File: src/rtl/rr_arbiter_4x_if.sv
// Request/grant bundle for the four-way round-robin arbiter.
// master drives requests and observes grants; slave is the arbiter side.
interface rr_arbiter_4x_if;
  logic [3:0] req;
  logic [3:0] gnt;
  logic [1:0] gnt_idx;
  logic       gnt_valid;
  logic       preempt;

  modport master (
    output req,
    input  gnt, gnt_idx, gnt_valid, preempt
  );

  modport slave (
    input  req,
    output gnt, gnt_idx, gnt_valid, preempt
  );
endinterface

File: src/rtl/rr_arbiter_4x.sv
// Four-requester round-robin arbiter with registered grant and hold-until-release.
// Optional hold timeout with preemption is enabled by defining HOLD_TIMEOUT_EN.
module rr_arbiter_4x #(
  parameter int unsigned MAX_HOLD = 8,
  parameter int unsigned CNT_W    = 8
) (
  input  logic           clk,
  input  logic           rst_n,
  rr_arbiter_4x_if.slave bus
);

  if (MAX_HOLD < 2 || MAX_HOLD > 255 || (64'd1 << CNT_W) <= 64'(MAX_HOLD)) begin : g_bad_params
    $error("rr_arbiter_4x: MAX_HOLD must be 2..255 and fit in CNT_W bits");
  end

  typedef enum logic {
    IDLE,
    BUSY
  } state_t;

  state_t     state_q, state_d;
  logic [3:0] gnt_q, gnt_d;
  logic [1:0] gnt_idx_q, gnt_idx_d;
  logic [1:0] last_idx_q, last_idx_d;
  logic       preempt_q, preempt_d;
  logic [1:0] winner;

`ifdef HOLD_TIMEOUT_EN
  logic [CNT_W-1:0] cnt_q, cnt_d;
  logic             timeout;

  assign timeout = (cnt_q == CNT_W'(MAX_HOLD - 1)) && ((bus.req & ~gnt_q) != '0);
`endif

  // Scan from lowest priority (last) up to highest (last-1); later hits overwrite.
  always_comb begin
    winner = last_idx_q;
    for (int unsigned k = 0; k < 4; k++) begin
      if (bus.req[last_idx_q + 2'(k)]) begin
        winner = last_idx_q + 2'(k);
      end
    end
  end

  always_comb begin
    state_d    = state_q;
    gnt_d      = gnt_q;
    gnt_idx_d  = gnt_idx_q;
    last_idx_d = last_idx_q;
    preempt_d  = 1'b0;
`ifdef HOLD_TIMEOUT_EN
    cnt_d      = cnt_q;
`endif
    case (state_q)
      IDLE: begin
        if (bus.req != '0) begin
          state_d    = BUSY;
          gnt_d      = 4'b0001 << winner;
          gnt_idx_d  = winner;
          last_idx_d = winner;
`ifdef HOLD_TIMEOUT_EN
          cnt_d      = '0;
`endif
        end
      end
      BUSY: begin
`ifdef HOLD_TIMEOUT_EN
        if (timeout) begin
          state_d   = IDLE;
          gnt_d     = '0;
          gnt_idx_d = '0;
          preempt_d = 1'b1;
        end else if (bus.req[gnt_idx_q]) begin
          if (cnt_q != CNT_W'(MAX_HOLD)) begin
            cnt_d = cnt_q + 1'b1;
          end
        end else begin
          state_d   = IDLE;
          gnt_d     = '0;
          gnt_idx_d = '0;
        end
`else
        if (!bus.req[gnt_idx_q]) begin
          state_d   = IDLE;
          gnt_d     = '0;
          gnt_idx_d = '0;
        end
`endif
      end
      default: begin
        state_d   = IDLE;
        gnt_d     = '0;
        gnt_idx_d = '0;
      end
    endcase
  end

  always_ff @(posedge clk or negedge rst_n) begin
    if (!rst_n) begin
      state_q    <= IDLE;
      gnt_q      <= '0;
      gnt_idx_q  <= '0;
      last_idx_q <= '0;
      preempt_q  <= 1'b0;
`ifdef HOLD_TIMEOUT_EN
      cnt_q      <= '0;
`endif
    end else begin
      state_q    <= state_d;
      gnt_q      <= gnt_d;
      gnt_idx_q  <= gnt_idx_d;
      last_idx_q <= last_idx_d;
      preempt_q  <= preempt_d;
`ifdef HOLD_TIMEOUT_EN
      cnt_q      <= cnt_d;
`endif
    end
  end

  assign bus.gnt       = gnt_q;
  assign bus.gnt_idx   = gnt_idx_q;
  assign bus.gnt_valid = (state_q == BUSY);
`ifdef HOLD_TIMEOUT_EN
  assign bus.preempt   = preempt_q;
`else
  assign bus.preempt   = 1'b0;
`endif

endmodule

File: src/flat_wrapper.sv
// flat-port wrapper written by rule: the top's interface ports become plain ports
module rr_arbiter_4x_flat 
#(
  parameter int unsigned MAX_HOLD = 8,
  parameter int unsigned CNT_W    = 8
)
  (clk, rst_n, bus_req, bus_gnt, bus_gnt_idx, bus_gnt_valid, bus_preempt);
  rr_arbiter_4x_if bus_i ();
  input  logic clk;
  input  logic rst_n;
  input wire logic [$bits(bus_i.req)-1:0] bus_req;
  output wire logic [$bits(bus_i.gnt)-1:0] bus_gnt;
  output wire logic [$bits(bus_i.gnt_idx)-1:0] bus_gnt_idx;
  output wire logic [$bits(bus_i.gnt_valid)-1:0] bus_gnt_valid;
  output wire logic [$bits(bus_i.preempt)-1:0] bus_preempt;
  assign bus_i.req = bus_req;
  assign bus_gnt = bus_i.gnt;
  assign bus_gnt_idx = bus_i.gnt_idx;
  assign bus_gnt_valid = bus_i.gnt_valid;
  assign bus_preempt = bus_i.preempt;
  rr_arbiter_4x #(.MAX_HOLD(MAX_HOLD), .CNT_W(CNT_W)) u_core (.clk(clk), .rst_n(rst_n), .bus(bus_i));
endmodule
File: config.mk
export PLATFORM = sky130hd
export DESIGN_NAME = rr_arbiter_4x_flat
export DESIGN_NICKNAME = d
export VERILOG_FILES = /design/src/rtl/rr_arbiter_4x_if.sv /design/src/rtl/rr_arbiter_4x.sv /design/src/flat_wrapper.sv
export SDC_FILE = /design/constraint.sdc
export NUM_CORES = 1
export LEC_CHECK = 0
export BUFFER_PORTS_ARGS = -buffer_cell sky130_fd_sc_hd__clkbuf_2
export CORE_MARGIN = 2
export CORE_UTILIZATION = 30
export DETAILED_ROUTE_END_ITERATION = 8
export GPL_ROUTABILITY_DRIVEN = 1
export PLACE_DENSITY = 0.51
export SYNTH_ARGS = -nofsm -noshare
export SYNTH_HDL_FRONTEND = slang
export SYNTH_SLANG_ARGS = --single-unit
File: constraint.sdc
create_clock -name clk -period 3.2 [get_ports clk]
set_clock_uncertainty 0.05 [all_clocks]
set_input_delay 0.16 -clock clk [delete_from_list [all_inputs] [get_ports clk]]
set_output_delay 0.16 -clock clk [all_outputs]
set_load 0.02 [all_outputs]
==> flow_summary.toml <==
[synthesis]
synth_cell_type_count = 25
ys_ff_latch = 9
avgSynthCellArea_sq_um = 11.0
postSynthCellCount = 44
yosys_warnings = 0
async_flop_share_pct = 100
synth_edf_count = 0
synthFlopType = "dfrtp_1"
syn_area_sq_um = 485
ys_seq_area_share_pct = 46.4
synth_nets = 50

[detailed_routing]
wirelength_mm = 1.04
num_vias = 406
drc = 0
vias_per_cell = 5.41
first_pass_iters = 4
wire_per_inst_microns = 13.8
postRouteAntennaNets = 0
drtIter0Drc = 6

[setup_path]
slowest_delay_ns = 0.49
crit_chain = "mux2_2 > nand2_1 > o221ai_1 > a32o_1"
cp_slowest_cell = "dfrtp_1"
start_kind = "flop"
end_kind = "flop"
crit_fanout = 9
crit_required_ns = 3.29
worstSetupPathType = "reg -> reg"
cp.arrival_ns = 1.66
rr_worst_depth = 4

[min_path]
hp-class = "in -> async"

[layout]
area_delta_synth_final_pct = 20.1
fin_area_sq_um = 583
nNetsFinal = 66
layout.cells.most_common = "clkbuf_2"
finalNonFillerCells = 75
nFillCells = 150
drive_gt1_share_pct = 39.0
diodes = 0
final_cell_mix = "clkbuf_2, dfrtp_1, nand2_1"

[clock_tree]
cts.clk_slew.worst_paths_ns = 0.06
cts_made_buffers = 3
cts.sinks = 9
insertion_delay_ns = 0.26
cts.root.buffer_cell = "clkbuf_4"
cts_tree = "built"
htree_num_levels = 1
cts_resized = 0
clockBufferDepth = 2

[floorplanning]
row_count = 14
design.portCount = 14
core-area_sq_um = 1510
initial_core_util_pct = 32.2
die_x_microns = 44.2
dieArea_sq_um = 1960
fp.dieH_microns = 44.2

[power_and_ir_drop]
p_total_uw = 591
ir_drop_v = 0.000371
p_per_area_nw_per_um2 = 1010
leakage_uw = 0.000275

[placed_design]
port_buffers = 12
place_inst = 70
dpl_cell_area_sq_um = 547
dp_hpwl_microns = 761
gp_congestion = 0.722

[grt]
antenna_found_initial = 0
grt_use_total_pct = 11.9
grt_pass1_wl_mm = 1.65
grt_start_max_net_pins = 10
grt_pass1_vias = 345
grt-ovfl-total = 0

[status]
status = "completed"

[sta]
final.setup.tns_ns = 0
final.min_clock_period_ns = 1.57
holdWs_ns = 0.246
drv_slew = 0
finalSetupViolCount = 0
rsz0062_at_grt = "no"
fmax_ghz = 0.636
finalHoldViolations = 0
period_share_pct = 49.1

[flow_run]
max_cap_viol_count = 0
## cells by family after synthesis
family	after synthesis	share of synthesized area (%)
muxes	2	6.96
DFF	9	46.4
and+or+nand+nor	12	13.1
AOI/OAI and AO/OA	16	27.3
other	1	0.772
buffers and inverters	4	5.41
## power by group
group          internal, uW  leakage (uW)  switching, uW
logic                   122      0.000146            162
clock network          48.0     0.0000150           38.4
registers               166      0.000115           54.0
## state kept, by name, summed over array words and instances (netlist names)
signal,flops
u_core.bus.gnt,4
u_core.bus.gnt_idx,2
u_core.bus.gnt_valid,1
u_core.last_idx_q,2
## routing by layer
| metal | share of wire, % | GRT usage, % |
|---|---|---|
| met3 | 6.8 | 3.67 |
| met5 | 0 | 0 |
| met2 | 40 | 14.1 |
| met4 | 1.2 | 7.27 |
| met1 | 51 | 18.1 |
## synthesized netlist by cell type (2+ instances only)
cell | n | area share (%)
inv_1 | 2 | 1.5
nor2_1 | 3 | 2.3
o211ai_1 | 2 | 3.1
a22o_1 | 3 | 5.4
a32o_1 | 2 | 4.1
a21oi_1 | 2 | 2.1
nand2_1 | 4 | 3.1
dfrtp_1 | 9 | 46
## final cells by class
class	count	area [sq um]	share of cell area, %
multi-input cells	31	234	40.1
flip-flops and latches	9	225	38.6
repair buffers	13	70.1	12.0
clock buffers	4	26.3	4.51
well taps	16	20.0	3.43
inverters	2	7.51	1.29
## per-stage QoR
stage          setup WS (ns)  util [%]
2_1_floorplan           1.63         -
3_3_place_gp            1.64      36.3
3_5_place_dp            1.66      36.3
4_1_cts                 1.63      38.7
5_1_grt                 1.57      38.7
6_report                1.63      38.7
## worst paths after layout
path,start,to,slack (ns)
min reg2reg,u_core.bus.gnt[1]$_DFFE_PN0P_,u_core.bus.gnt[1]$_DFFE_PN0P_,0.46
max reg2reg,u_core.last_idx_q[1]$_DFFE_PN0P_,u_core.bus.gnt[0]$_DFFE_PN0P_,1.63
max,u_core.last_idx_q[1]$_DFFE_PN0P_,u_core.bus.gnt[0]$_DFFE_PN0P_,1.63
min in group clk,bus_req[3],u_core.last_idx_q[0]$_DFFE_PN0P_,0.36
max in group asynchronous,rst_n,u_core.last_idx_q[0]$_DFFE_PN0P_,2.66
min,rst_n,u_core.bus.gnt_valid$_DFF_PN0_,0.25
## critical path, delay by kind of cell (launching register included)
kind | cells | cell delay (ns)
AOI/OAI and AO/OA | 2 | 0.46
muxes | 1 | 0.37
and+or+nand+nor | 1 | 0.09
DFF | 1 | 0.49
## repair_timing
| item | 4_1_cts | 5_1_grt |
|---|---|---|
| setup buffers | 0 | 0 |
| hold buffers | 1 | 0 |
| endpoints found under the hold margin | 9 | 0 |
(Power assumes the default switching activity.)
